==> config.mk <==
export PLATFORM = sky130hd
export DESIGN_NAME = cu_fsm_flat
export DESIGN_NICKNAME = d
export VERILOG_FILES = /design/src/rtl/cu_fsm_if.sv /design/src/rtl/cu_fsm.sv /design/src/flat_wrapper.sv
export SDC_FILE = /design/constraint.sdc
export NUM_CORES = 1
export LEC_CHECK = 0
export ABC_AREA = 1
export CORE_ASPECT_RATIO = 1.25
export CORE_MARGIN = 5
export CORE_UTILIZATION = 34
export DETAILED_ROUTE_END_ITERATION = 8
export REMOVE_ABC_BUFFERS = 1
export SYNTH_ARGS = -nofsm -noshare
export SYNTH_HDL_FRONTEND = slang
export SYNTH_SLANG_ARGS = --single-unit
export TNS_END_PERCENT = 1
==> constraint.sdc <==
create_clock -name clk -period 1.7 [get_ports clk]
set_input_delay 0.425 -clock clk [delete_from_list [all_inputs] [get_ports clk]]
set_output_delay 0.425 -clock clk [all_outputs]
set_load 0.02 [all_outputs]
==> src/rtl/cu_fsm_if.sv <==
// Control-unit bundle: instruction fields and interrupt in, datapath strobes and status out.
// The control unit uses the slave view; the datapath (or a bench) drives through master.
interface cu_fsm_if;
  logic [6:0]  opcode;
  logic [2:0]  funct3;
  logic        intr;
  logic        pc_write;
  logic        reg_write;
  logic        mem_we2;
  logic        mem_rden1;
  logic        mem_rden2;
  logic        rst;
  logic        int_taken;
  logic        csr_we;
  logic        mret_exec;
  logic [2:0]  state;
  logic [31:0] instret;

  modport master (
    output opcode, funct3, intr,
    input  pc_write, reg_write, mem_we2, mem_rden1, mem_rden2,
    input  rst, int_taken, csr_we, mret_exec, state, instret
  );

  modport slave (
    input  opcode, funct3, intr,
    output pc_write, reg_write, mem_we2, mem_rden1, mem_rden2,
    output rst, int_taken, csr_we, mret_exec, state, instret
  );
endinterface

==> src/rtl/cu_fsm.sv <==
// Multicycle RISC-V control unit: INIT/FETCH/EXEC/WB/INTR sequencer with a retired-instruction counter.
// Strobes are a pure decode of the current state and instruction fields.
module cu_fsm (
  input  logic     clk,
  input  logic     rst_n,
  cu_fsm_if.slave  bus
);

  typedef enum logic [2:0] {
    ST_INIT  = 3'b000,
    ST_FETCH = 3'b001,
    ST_EXEC  = 3'b010,
    ST_WB    = 3'b011,
    ST_INTR  = 3'b100
  } state_t;

  localparam logic [6:0] OP_LOAD   = 7'b0000011;
  localparam logic [6:0] OP_STORE  = 7'b0100011;
  localparam logic [6:0] OP_BRANCH = 7'b1100011;
  localparam logic [6:0] OP_OP     = 7'b0110011;
  localparam logic [6:0] OP_IMM    = 7'b0010011;
  localparam logic [6:0] OP_LUI    = 7'b0110111;
  localparam logic [6:0] OP_AUIPC  = 7'b0010111;
  localparam logic [6:0] OP_JAL    = 7'b1101111;
  localparam logic [6:0] OP_JALR   = 7'b1100111;
  localparam logic [6:0] OP_SYSTEM = 7'b1110011;

  state_t      r_state;
  logic [31:0] r_instret;

  logic w_pc_write;
  logic w_reg_write;
  logic w_mem_we2;
  logic w_mem_rden1;
  logic w_mem_rden2;
  logic w_rst;
  logic w_int_taken;
  logic w_csr_we;
  logic w_mret_exec;

  // State sequencing and retirement count; loads retire from WB, everything else from EXEC.
  always_ff @(posedge clk or negedge rst_n) begin
    if (!rst_n) begin
      r_state   <= ST_INIT;
      r_instret <= 32'd0;
    end else begin
      case (r_state)
        ST_INIT:  r_state <= ST_FETCH;
        ST_FETCH: r_state <= ST_EXEC;
        ST_EXEC: begin
          if (bus.opcode == OP_LOAD) begin
            r_state <= ST_WB;
          end else begin
            r_instret <= r_instret + 32'd1;
            r_state   <= bus.intr ? ST_INTR : ST_FETCH;
          end
        end
        ST_WB: begin
          r_instret <= r_instret + 32'd1;
          r_state   <= bus.intr ? ST_INTR : ST_FETCH;
        end
        ST_INTR:  r_state <= ST_FETCH;
        default:  r_state <= ST_INIT;
      endcase
    end
  end

  // Strobe decode; unused encodings fall through with everything low.
  always_comb begin
    w_pc_write  = 1'b0;
    w_reg_write = 1'b0;
    w_mem_we2   = 1'b0;
    w_mem_rden1 = 1'b0;
    w_mem_rden2 = 1'b0;
    w_rst       = 1'b0;
    w_int_taken = 1'b0;
    w_csr_we    = 1'b0;
    w_mret_exec = 1'b0;
    case (r_state)
      ST_INIT:  w_rst       = 1'b1;
      ST_FETCH: w_mem_rden1 = 1'b1;
      ST_EXEC: begin
        case (bus.opcode)
          OP_LOAD:   w_mem_rden2 = 1'b1;
          OP_STORE: begin
            w_mem_we2  = 1'b1;
            w_pc_write = 1'b1;
          end
          OP_BRANCH: w_pc_write = 1'b1;
          OP_OP, OP_IMM, OP_LUI, OP_AUIPC, OP_JAL, OP_JALR: begin
            w_pc_write  = 1'b1;
            w_reg_write = 1'b1;
          end
          OP_SYSTEM: begin
            w_pc_write = 1'b1;
            if (bus.funct3 == 3'b000) begin
              w_mret_exec = 1'b1;
            end else begin
              w_csr_we    = 1'b1;
              w_reg_write = 1'b1;
            end
          end
          default:   w_pc_write = 1'b1;
        endcase
      end
      ST_WB: begin
        w_reg_write = 1'b1;
        w_pc_write  = 1'b1;
      end
      ST_INTR: begin
        w_int_taken = 1'b1;
        w_pc_write  = 1'b1;
      end
      default: w_rst = 1'b0;
    endcase
  end

  assign bus.pc_write  = w_pc_write;
  assign bus.reg_write = w_reg_write;
  assign bus.mem_we2   = w_mem_we2;
  assign bus.mem_rden1 = w_mem_rden1;
  assign bus.mem_rden2 = w_mem_rden2;
  assign bus.rst       = w_rst;
  assign bus.int_taken = w_int_taken;
  assign bus.csr_we    = w_csr_we;
  assign bus.mret_exec = w_mret_exec;
  assign bus.state     = r_state;
  assign bus.instret   = r_instret;

endmodule

==> src/flat_wrapper.sv <==
// flat-port wrapper written by rule: the top's interface ports become plain ports
module cu_fsm_flat 
  (clk, rst_n, bus_opcode, bus_funct3, bus_intr, bus_pc_write, bus_reg_write, bus_mem_we2, bus_mem_rden1, bus_mem_rden2, bus_rst, bus_int_taken, bus_csr_we, bus_mret_exec, bus_state, bus_instret);
  cu_fsm_if bus_i ();
  input  logic clk;
  input  logic rst_n;
  input wire logic [$bits(bus_i.opcode)-1:0] bus_opcode;
  input wire logic [$bits(bus_i.funct3)-1:0] bus_funct3;
  input wire logic [$bits(bus_i.intr)-1:0] bus_intr;
  output wire logic [$bits(bus_i.pc_write)-1:0] bus_pc_write;
  output wire logic [$bits(bus_i.reg_write)-1:0] bus_reg_write;
  output wire logic [$bits(bus_i.mem_we2)-1:0] bus_mem_we2;
  output wire logic [$bits(bus_i.mem_rden1)-1:0] bus_mem_rden1;
  output wire logic [$bits(bus_i.mem_rden2)-1:0] bus_mem_rden2;
  output wire logic [$bits(bus_i.rst)-1:0] bus_rst;
  output wire logic [$bits(bus_i.int_taken)-1:0] bus_int_taken;
  output wire logic [$bits(bus_i.csr_we)-1:0] bus_csr_we;
  output wire logic [$bits(bus_i.mret_exec)-1:0] bus_mret_exec;
  output wire logic [$bits(bus_i.state)-1:0] bus_state;
  output wire logic [$bits(bus_i.instret)-1:0] bus_instret;
  assign bus_i.opcode = bus_opcode;
  assign bus_i.funct3 = bus_funct3;
  assign bus_i.intr = bus_intr;
  assign bus_pc_write = bus_i.pc_write;
  assign bus_reg_write = bus_i.reg_write;
  assign bus_mem_we2 = bus_i.mem_we2;
  assign bus_mem_rden1 = bus_i.mem_rden1;
  assign bus_mem_rden2 = bus_i.mem_rden2;
  assign bus_rst = bus_i.rst;
  assign bus_int_taken = bus_i.int_taken;
  assign bus_csr_we = bus_i.csr_we;
  assign bus_mret_exec = bus_i.mret_exec;
  assign bus_state = bus_i.state;
  assign bus_instret = bus_i.instret;
  cu_fsm u_core (.clk(clk), .rst_n(rst_n), .bus(bus_i));
endmodule
==> results of run 1 <==
## layout make-up
type                       count  area, um^2
fill                         719        3270
clock inverter                 2        35.0
timing repair buffer          82         722
multi-input combinational    268        1290
sequential                    35         878
clock buffer                   6        82.6
inverter                      35         131
tap                           87         109
## sequential cells by signal, indices dropped and copies added (netlist names)
register / flops
u_core.bus.state: 3
u_core.bus.instret: 32
## logic make-up (layout without fill, tap and decap cells)
logic type / Yosys count / after routing / synth area share
buf+inv: 41 / 125 / 0.0790
compound gates: 14 / 14 / 0.0337
simple gates: 247 / 247 / 0.472
flops: 35 / 35 / 0.387
fa+ha+maj: 1 / 1 / 0.00553
xor+xnor: 6 / 6 / 0.0232
## cells in the final DEF (no fill, tap or decap), drive strengths merged, types with 8 or more instances in the layout
cell,synthesis,final
nand3,19,19
buf,6,35
nor2,53,53
o21ai,13,13
nand4,8,8
inv,35,35
dfrtp,35,35
dlygate4sd2,0,38
nand2,144,144
nand3b,13,13
## per-stage QoR
step	utilization	TNS, ns
after CTS	0.484	-1.32
after global placement	0.471	-12.79
after floorplan	-	-5.45
after global routing	0.498	-1.94
final	0.498	-1.10
after detailed placement	0.471	-14.34
## worst paths after layout
| kind | start | endpoint | cells past startpoint |
|---|---|---|---|
| min in group clk | u_core.bus.instret[31]$_DFFE_PN0P_ | u_core.bus.instret[31]$_DFFE_PN0P_ | 2 |
| setup / recovery | u_core.bus.state[2]$_DFF_PN0_ | bus_mret_exec | 6 |
| hold reg to reg | u_core.bus.instret[31]$_DFFE_PN0P_ | u_core.bus.instret[31]$_DFFE_PN0P_ | 2 |
| max in group asynchronous | rst_n | u_core.bus.instret[5]$_DFFE_PN0P_ | 2 |
| hold / removal | rst_n | u_core.bus.instret[17]$_DFFE_PN0P_ | 2 |
| setup reg to reg | u_core.bus.state[2]$_DFF_PN0_ | u_core.bus.instret[24]$_DFFE_PN0P_ | 9 |
## what timing repair did
action,4_1_cts,5_1_grt
hold endpoints to repair,0,0
pin swaps,8,8
setup endpoints to repair,47,21
gates resized for setup,96,22
buffers inserted,2,2
## worst reg2reg max path, stage by stage (launching register included)
cell     delay [ns]
dfrtp_1        0.41
nor3_4         0.21
inv_2          0.06
buf_4          0.13
buf_4          0.14
o21ai_4        0.14
buf_12         0.22
nand3_1        0.10
nand2_1        0.07
nand2_1        0.05
## metal layers
layer  wire (um)  GRT usage  share of wire  vias to the layer above
met5           0          0              0                        -
li1            -          -              -                     1243
met1        2880      0.197           0.44                     1137
met4          88     0.0491          0.014                        0
met3         240     0.0309          0.037                        7
met2        3300      0.290           0.51                       55
## power groups by stage
stage / registers, W / logic (W) / clock network (W)
final: 0.00104 / 0.00149 / 0.000795
after global routing: 0.00106 / 0.00163 / 0.000842
after CTS: 0.00102 / 0.00141 / 0.000818
after detailed placement: 0.00104 / 0.00149 / 0
after global placement: 0.00104 / 0.00148 / 0
after floorplan: 0.00115 / 0.000571 / 0
==> summary.md, run 1 <==
| Metric | Value |
|---|---|
| Initial DRC count | `96` |
| Fmax | `0.514 GHz` |
| Switching Share | `0.399` |
| Crit Path Class | `flip-flop to output pin` |
| Clock share of power | `0.239` |
| Hpwl dp | `4730 um` |
| Gpl congestion | `0.804` |
| Worst path bufs/invs | `2` |
| Final clock skew | `0.00714 ns` |
| FP Rows | `33` |
| Peak per-stage delay on the critical path | `0.41 ns` |
| CTS Buf Count | `5` |
| Cell count after synthesis | `344` |
| Crit-path cells | `nor3_4, inv_2, nor2_1, nand2_1, nor4_1, buf_2` |
| Routed via count | `2442` |
| Worst setup margin | `-0.244 ns` |
| Placed Cells | `503` |
| Routed WL | `6510 um` |
| Post-route ant nets | `0` |
| Clk sinks | `35` |
| Post-route cell area | `0.00325 mm^2` |
| Overall Power | `0.00333 W` |
| YS warnings | `0` |
| Setup Viol. Count Final | `7` |
| ANT cells | `0` |
| Outcome | `finished, violations left` |
| Pin count of the biggest net entering global routing | `39` |
| PwrDens | `1020 mW/mm^2` |
| Required time of the worst setup path | `1.27 ns` |
| Tcrit/Tclk final | `1.14` |
| Tightest Pin Transition | `0.326 ns` |
| Leak Pwr | `1.68 nW` |
| Data arrival, critical path | `1.52 ns` |
| IO buf count | `56` |
| Final hold slack | `0.525 ns` |
| CTS tree | `done` |
| Die height | `101 um` |
| Core Footprint | `0.00652 mm^2` |
| Post-Layout Cell Count | `515` |
| Critical path startpoint category | `flip-flop` |
| Total number of H-tree levels | `2` |
| Place WS | `-0.868 ns` |
| Vias in the first global route | `2352` |
| CP Capture Type | `output pin` |
| Psw | `0.00133 W` |
| Slew headroom | `0.782` |
| Worst VDD drop | `0.000729 V` |
| Post-DP Area | `0.00308 mm^2` |
| Synth cell count leaders | `nand2_1 (142), nor2_1 (49), dfrtp_1 (35)` |
| Root Buffer | `clkbuf_8` |
| Worst reg-to-reg setup slack | `0.07 ns` |
| Register area share after synthesis | `0.387` |
| DRT Pass-1 Iters | `4` |
| Die Area | `0.00840 mm^2` |
| GRT Resource Usage Total | `0.161` |
| Max Cap Viol | `0` |
| Crit path max-delay family | `simple AND/OR/NAND/NOR gates` |
| Area delta synth->final | `43.7%` |
| Tmin final | `1.94 ns` |
| Most common cell in the synthesized netlist | `nand2_1` |
| GRT overflow | `0` |
| Yosys cell types | `25` |
| Max FO, Critical Path | `3` |
| Final hold viol count | `0` |
| Via-per-instance ratio | `4.74` |
| Pins Over Slew Limit | `0` |
| Top FF cell, synth | `dfrtp_1` |
| Worst-path clk slew | `0.08 ns` |
| Area share of the largest cell type after synthesis | `0.387` |
| Die X | `83.0 um` |
| Post-Syn Area | `0.00226 mm^2` |
| Synthesized flop and latch total | `35` |
| Area contributors post-synth | `dfrtp_1 (39%), nand2_1 (24%), nor2_1 (8.1%), inv_1 (5.6%), nand3b_1 (4.3%)` |
| Layout cells sized above 1 | `0.173` |
| # IOs | `57` |
| # DRC | `0` |
| CTS Hold Bufs | `0` |
| Tightest Hold Check Type | `primary input to asynchronous set/reset pin` |
| Nets | `441` |
| Sequential share of power | `0.312` |
| Combinational power share | `0.449` |
| Post-synth EDFFs | `0` |
| RSZ-0062 raised after global routing | `yes` |
| Failing checks | `setup timing` |
| Initial antenna violation count | `0` |
| Cell accounting for the most synthesized area | `dfrtp_1` |
| Synthesized area per cell | `6.58 um^2` |
| Global-route wire length before repair | `11200 um` |
| Internal | `0.00200 W` |
| Wirelength per Cell | `12.6 um` |
| Asr flop ratio synth | `1.00` |
| Slowest cell on crit path | `dfrtp_1` |
| Clk buf depth | `2` |
| Worst-skew pair later-pin latency | `0.29 ns` |
| Initial Util | `0.347` |
(Power assumes the default switching activity.)
==> run 2: changes to the inputs <==
CORE_UTILIZATION = 24   (was 34)
CTS_CLUSTER_DIAMETER = 80   (was unset)
==> summary.md, run 2 (synthesis results as in run 1) <==
| Metric | Value |
|---|---|
| Worst VDD drop | `0.000472 V` |
| Clk buf depth | `2` |
| Critical Path Start | `u_core.bus.state[2]$_DFF_PN0_` |
| Met2 usage | `0.205` |
| Total number of H-tree levels | `2` |
| Area delta synth->final | `45.9%` |
| Worst setup margin | `-0.225 ns` |
| Post-Layout Cell Count | `548` |
| Max reg flops | `32` |
| Routed WL | `6750 um` |
| Pin count of the biggest net entering global routing | `39` |
| Nets | `439` |
| Tightest Hold Check Type | `primary input to asynchronous set/reset pin` |
| DRT Pass-1 Iters | `4` |
| Tightest Pin Transition | `0.314 ns` |
| PwrDens | `1060 mW/mm^2` |
| Hpwl dp | `4970 um` |
| Most Used Layer, Global Route | `met2` |
| Slew headroom | `0.790` |
| Via-per-instance ratio | `4.44` |
| CP Capture Type | `output pin` |
| Gpl congestion | `0.873` |
| Core Footprint | `0.00917 mm^2` |
| Worst reg-to-reg setup slack | `0.08 ns` |
| Crit-path cells | `nor3_4, inv_2, nor2_1, nand2_1, nor4_1, buf_2` |
| FP Rows | `39` |
| Crit Path Class | `flip-flop to output pin` |
| Met3 Usage GRT | `0.0342` |
| Outcome | `finished, violations left` |
| IO buf count | `56` |
| Data arrival, critical path | `1.50 ns` |
| Leak Pwr | `1.66 nW` |
| Most frequent cells in the layout | `nand2_1 (136), nor2_1 (41), dlygate4sd2_1 (40)` |
| Final hold viol count | `0` |
| CTS Buf Count | `5` |
| Slowest cell on crit path | `dfrtp_1` |
| Place WS | `-0.845 ns` |
| Tmin final | `1.92 ns` |
| Overall Power | `0.00351 W` |
| CTS tree | `done` |
| Die X | `96.9 um` |
| Placed Cells | `539` |
| Worst-path clk slew | `0.05 ns` |
| Die Area | `0.0115 mm^2` |
| Met1 usage in global routing | `0.147` |
| Global-route wire length before repair | `11500 um` |
| Post-route ant nets | `0` |
| Max FO, Critical Path | `3` |
| Root Buffer | `clkbuf_16` |
| Initial DRC count | `101` |
| Critical path startpoint category | `flip-flop` |
| Vias in the first global route | `2418` |
| Setup Viol. Count Final | `6` |
| Pins Over Slew Limit | `0` |
| Die height | `119 um` |
| GRT overflow | `0` |
| Final clock skew | `0.00499 ns` |
| # DRC | `0` |
| Reg2reg start | `u_core.bus.state[2]$_DFF_PN0_` |
| # IOs | `57` |
| Most common cell after layout, fill and taps aside | `nand2_1` |
| CTS Hold Bufs | `0` |
| Setup TNS | `-1.00 ns` |
| Tcrit/Tclk final | `1.13` |
| Failing checks | `setup timing` |
| Initial Util | `0.247` |
| Clk sinks | `35` |
| RSZ-0062 raised after global routing | `yes` |
| Fmax | `0.520 GHz` |
| Initial antenna violation count | `0` |
| Worst-skew pair later-pin latency | `0.28 ns` |
| ANT cells | `0` |
| Post-route cell area | `0.00330 mm^2` |
| Layout cells sized above 1 | `0.179` |
| Post-DP Area | `0.00312 mm^2` |
| GRT Resource Usage Total | `0.120` |
| FILL cells | `1024` |
| Peak per-stage delay on the critical path | `0.40 ns` |
| Max Cap Viol | `0` |
| Routed via count | `2435` |
| Required time of the worst setup path | `1.27 ns` |
| Wirelength per Cell | `12.3 um` |
## run 2: where the power goes
| group | total, W | switching [W] | internal [W] |
|---|---|---|---|
| sequential | 0.00101 | 0.0000870 | 0.000927 |
| combinational | 0.00160 | 0.000957 | 0.000639 |
| clock | 0.000903 | 0.000331 | 0.000571 |
| total | 0.00351 | 0.00137 | 0.00214 |
## run 2: final timing paths
check	end	depth (start not counted)
worst max-delay path	bus_mret_exec	6
worst min-delay path	u_core.bus.instret[20]$_DFFE_PN0P_	2
worst max register to register	u_core.bus.instret[28]$_DFFE_PN0P_	9
worst min register to register	u_core.bus.instret[31]$_DFFE_PN0P_	2
max in group asynchronous	u_core.bus.instret[10]$_DFFE_PN0P_	2
min in group clk	u_core.bus.instret[31]$_DFFE_PN0P_	2
## run 2: critical path: cells and delay by family, from the launching register on
| kind | cells | cell delay, ns |
|---|---|---|
| buf+inv | 2 | 0.27 |
| flops | 1 | 0.40 |
| simple gates | 4 | 0.55 |
## run 2: cell type report
type,instances,area (um^2),area share
multi-input cells,268,1290,0.391
flip-flops and latches,35,876,0.265
repair buffers,80,707,0.214
well taps,123,154,0.0466
clock buffers,6,139,0.0421
inverters,35,131,0.0398
clock inverters,1,5.00,0.00152
## run 2: layer usage
metal  part of all wire  routed length [um]  up-vias
met1               0.45                3020     1129
li1                   -                   -     1239
met4              0.012                  84        0
met5                  0                   0        -
met2               0.49                3320       59
met3              0.049                 330        8
## run 2: repair_timing
item                                    CTS  global route
buffers inserted                          2             0
pin swaps                                 8             4
endpoints found under the setup margin   51            28
gates resized for setup                  99            25
## run 2: through the flow
| stage | hold WS [ns] | util |
|---|---|---|
| floorplan | 0.129 | - |
| global placement | 0.511 | 0.340 |
| detailed placement | 0.528 | 0.340 |
| CTS | 0.526 | 0.352 |
| global route | 0.535 | 0.360 |
| finish | 0.517 | 0.360 |
==> run 3: changes to the inputs <==
ABC_AREA = 0   (was 1)
clock period = 2.3 ns   (was 1.7 ns; I/O delays follow)
==> summary.md, run 3 <==
| Metric | Value |
|---|---|
| Die X | `86 um` |
| Wirelength per Cell | `13.3 um` |
| Most common cell after layout, fill and taps aside | `clkdlybuf4s50_1` |
| Synthesized area per cell | `10.6 um^2` |
| Routed WL | `4460 um` |
| Hpwl dp | `3330 um` |
| Cell count after synthesis | `164` |
| Total number of H-tree levels | `2` |
| Post-Layout Cell Count | `334` |
| Area contributors post-synth | `dfrtp_1 (51%), xnor2_1 (8.6%), xor2_1 (7.1%), nand3_1 (3.5%), nor2_1 (3.2%)` |
| Crit-path cells | `buf_6, or3_4, or2_4, nor3_4, nand2b_4, buf_6` |
| Min-delay src | `u_core.bus.instret[31]$_DFFE_PN0P_` |
| Synth cell count leaders | `dfrtp_1 (35), xnor2_1 (17), nor2_1 (15)` |
| DRT Pass-1 Iters | `3` |
| Crit Path Class | `primary input to output pin` |
| Routed via count | `1478` |
| Crit path max-delay family | `simple AND/OR/NAND/NOR gates` |
| YS warnings | `0` |
| Hold endpoint | `u_core.bus.instret[31]$_DFFE_PN0P_` |
| Clk sinks | `35` |
| Register area share after synthesis | `0.505` |
| Top FF cell, synth | `dfrtp_1` |
| Reg2reg path depth | `8` |
| Failing checks | `setup timing` |
| Global-route wire length before repair | `7670 um` |
| Initial DRC count | `29` |
| Data arrival, critical path | `1.73 ns` |
| Via-per-instance ratio | `4.43` |
| Synthesized flop and latch total | `35` |
| Worst reg-to-reg setup slack | `0.29 ns` |
| Reg2reg start | `u_core.bus.state[2]$_DFF_PN0_` |
| Pins Over Slew Limit | `0` |
| Initial antenna violation count | `0` |
| Layout cells sized above 1 | `0.209` |
| Post-route ant nets | `0` |
| Worst VDD drop | `0.000347 V` |
| Vias in the first global route | `1641` |
| FP Rows | `34` |
| Outcome | `finished, violations left` |
| Gpl congestion | `0.807` |
| Most frequent cells in the layout | `clkdlybuf4s50_1 (41), dfrtp_1 (35), buf_4 (18)` |
| Required time of the worst setup path | `1.73 ns` |
| ANT cells | `0` |
| Worst R2R End | `u_core.bus.instret[13]$_DFFE_PN0P_` |
| Final clock skew | `0.00304 ns` |
| Peak per-stage delay on the critical path | `0.38 ns` |
| Worst-path clk slew | `0.07 ns` |
| Post-route cell area | `0.00265 mm^2` |
| Clk buf depth | `2` |
| CTS Buf Count | `5` |
| Pin count of the biggest net entering global routing | `36` |
| Final hold viol count | `0` |
| CP dominant cell by count | `buf_6` |
| WHS Path Cells | `1` |
| Setup Viol. Count Final | `1` |
| Yosys cell types | `34` |
| Area delta synth->final | `53.1%` |
| Core Footprint | `0.00702 mm^2` |
| Tmin final | `2.31 ns` |
| Place WS | `-0.938 ns` |
| Post-DP Area | `0.00252 mm^2` |
| # DRC | `0` |
| Placed Cells | `325` |
| Max reg flops | `32` |
| Fin util | `0.378` |
| Slowest cell on crit path | `or3_4` |
| Worst setup margin | `-0.00648 ns` |
| GRT overflow | `0` |
| Post-synth EDFFs | `0` |
| Root Buffer | `clkbuf_8` |
| IO buf count | `56` |
| Area share of the largest cell type after synthesis | `0.505` |
| Tightest Hold Check Type | `flip-flop to flip-flop` |
| Worst path bufs/invs | `2` |
| Asr flop ratio synth | `1.00` |
| Tcrit/Tclk final | `1.00` |
| Fmax | `0.434 GHz` |
| Critical path startpoint category | `primary input` |
| RSZ-0062 raised after global routing | `yes` |
| CTS tree | `done` |
| # IOs | `57` |
| Most common cell in the synthesized netlist | `dfrtp_1` |
| Nets | `257` |
| Post-Syn Area | `0.00173 mm^2` |
| Tightest Pin Transition | `0.528 ns` |
| Initial Util | `0.247` |
| PwrDens | `746 mW/mm^2` |
| Worst-skew pair later-pin latency | `0.28 ns` |
| Leak Pwr | `1.21 nW` |
| Die Area | `0.00903 mm^2` |
| Slew headroom | `0.645` |
| CP Capture Type | `output pin` |
| Max Cap Viol | `0` |
| Cell accounting for the most synthesized area | `dfrtp_1` |
| Max FO, Critical Path | `4` |
| Die height | `105 um` |
| GRT Resource Usage Total | `0.104` |
==> run 3: changes by cell type in the layout (fill, tap and decap cells not counted), moves of 7 or more <==
cell             delta
nand2_1           -124
nor2_2             -10
buf_4               -9
clkdlybuf4s50_1    +36
nand3b_1           -13
xor2_1             +10
xnor2_1            +15
inv_1              -23
nor2_1             -27
inv_2               -7
o21ai_0            -10
dlygate4sd2_1      -35
==> run 3: how the worst max path moves through the flow <==
stage                                        startpoint       endpoint  slack, ns  cells past startpoint
after CTS                                 bus_opcode[0]  bus_reg_write      -0.03                      6
after global routing      u_core.bus.state[0]$_DFF_PN0_  bus_reg_write      -0.08                      5
final                                     bus_opcode[3]  bus_reg_write     -0.006                      6
after global placement                    bus_opcode[3]  bus_reg_write      -0.90                      6
after floorplan                           bus_opcode[3]  bus_reg_write      -0.40                      4
after detailed placement                  bus_opcode[3]  bus_reg_write      -0.94                      6
==> run 3: report_power, final <==
part,leakage (nW),internal [W],total [W],switching (W)
clock network,0.0477,0.000207,0.000425,0.000217
registers,0.470,0.000687,0.000781,0.0000933
logic,0.697,0.000397,0.000773,0.000377
==> run 3: kinds of logic (layout without fill, tap and decap cells) <==
group,after synthesis,count (layout),share of synthesized area
XOR/XNOR,31,31,0.157
multiplexers,1,1,0.00650
AO/OA/AOI/OAI,6,6,0.0368
AND/OR/NAND/NOR,83,83,0.271
buffers and inverters,7,87,0.0166
adder cells (fa/ha/maj),1,1,0.00722
flip-flops,35,35,0.505
==> run 3: cell type report <==
type                    instances  area, um^2
fillers                       736        4370
clock buffers                   5        68.8
well taps                      90         113
clock inverters                 3        15.0
flip-flops and latches         35         876
repair buffers                 74         686
inverters                       5        18.8
multi-input cells             122         876
==> run 3: what timing repair did <==
item	CTS	global route
pin swaps	8	0
hold buffers	0	0
endpoints found under the setup margin	7	10
resized for setup	56	4
buffers inserted	1	0
==> run 3: through the flow <==
stage                     total power [W]  hold slack [ns]  TNS (ns)
after floorplan                   0.00114            0.279    -0.726
after global placement            0.00155            0.462     -9.27
after detailed placement          0.00155            0.469     -9.71
after CTS                         0.00202            0.478   -0.0412
after global routing              0.00209            0.487    -0.227
final                             0.00198            0.470  -0.00648
==> run 3: layer usage <==
metal	global-route usage	wire, um
met4	0.0385	98
met1	0.117	1790
met2	0.186	2330
met3	0.0252	246
met5	0	0
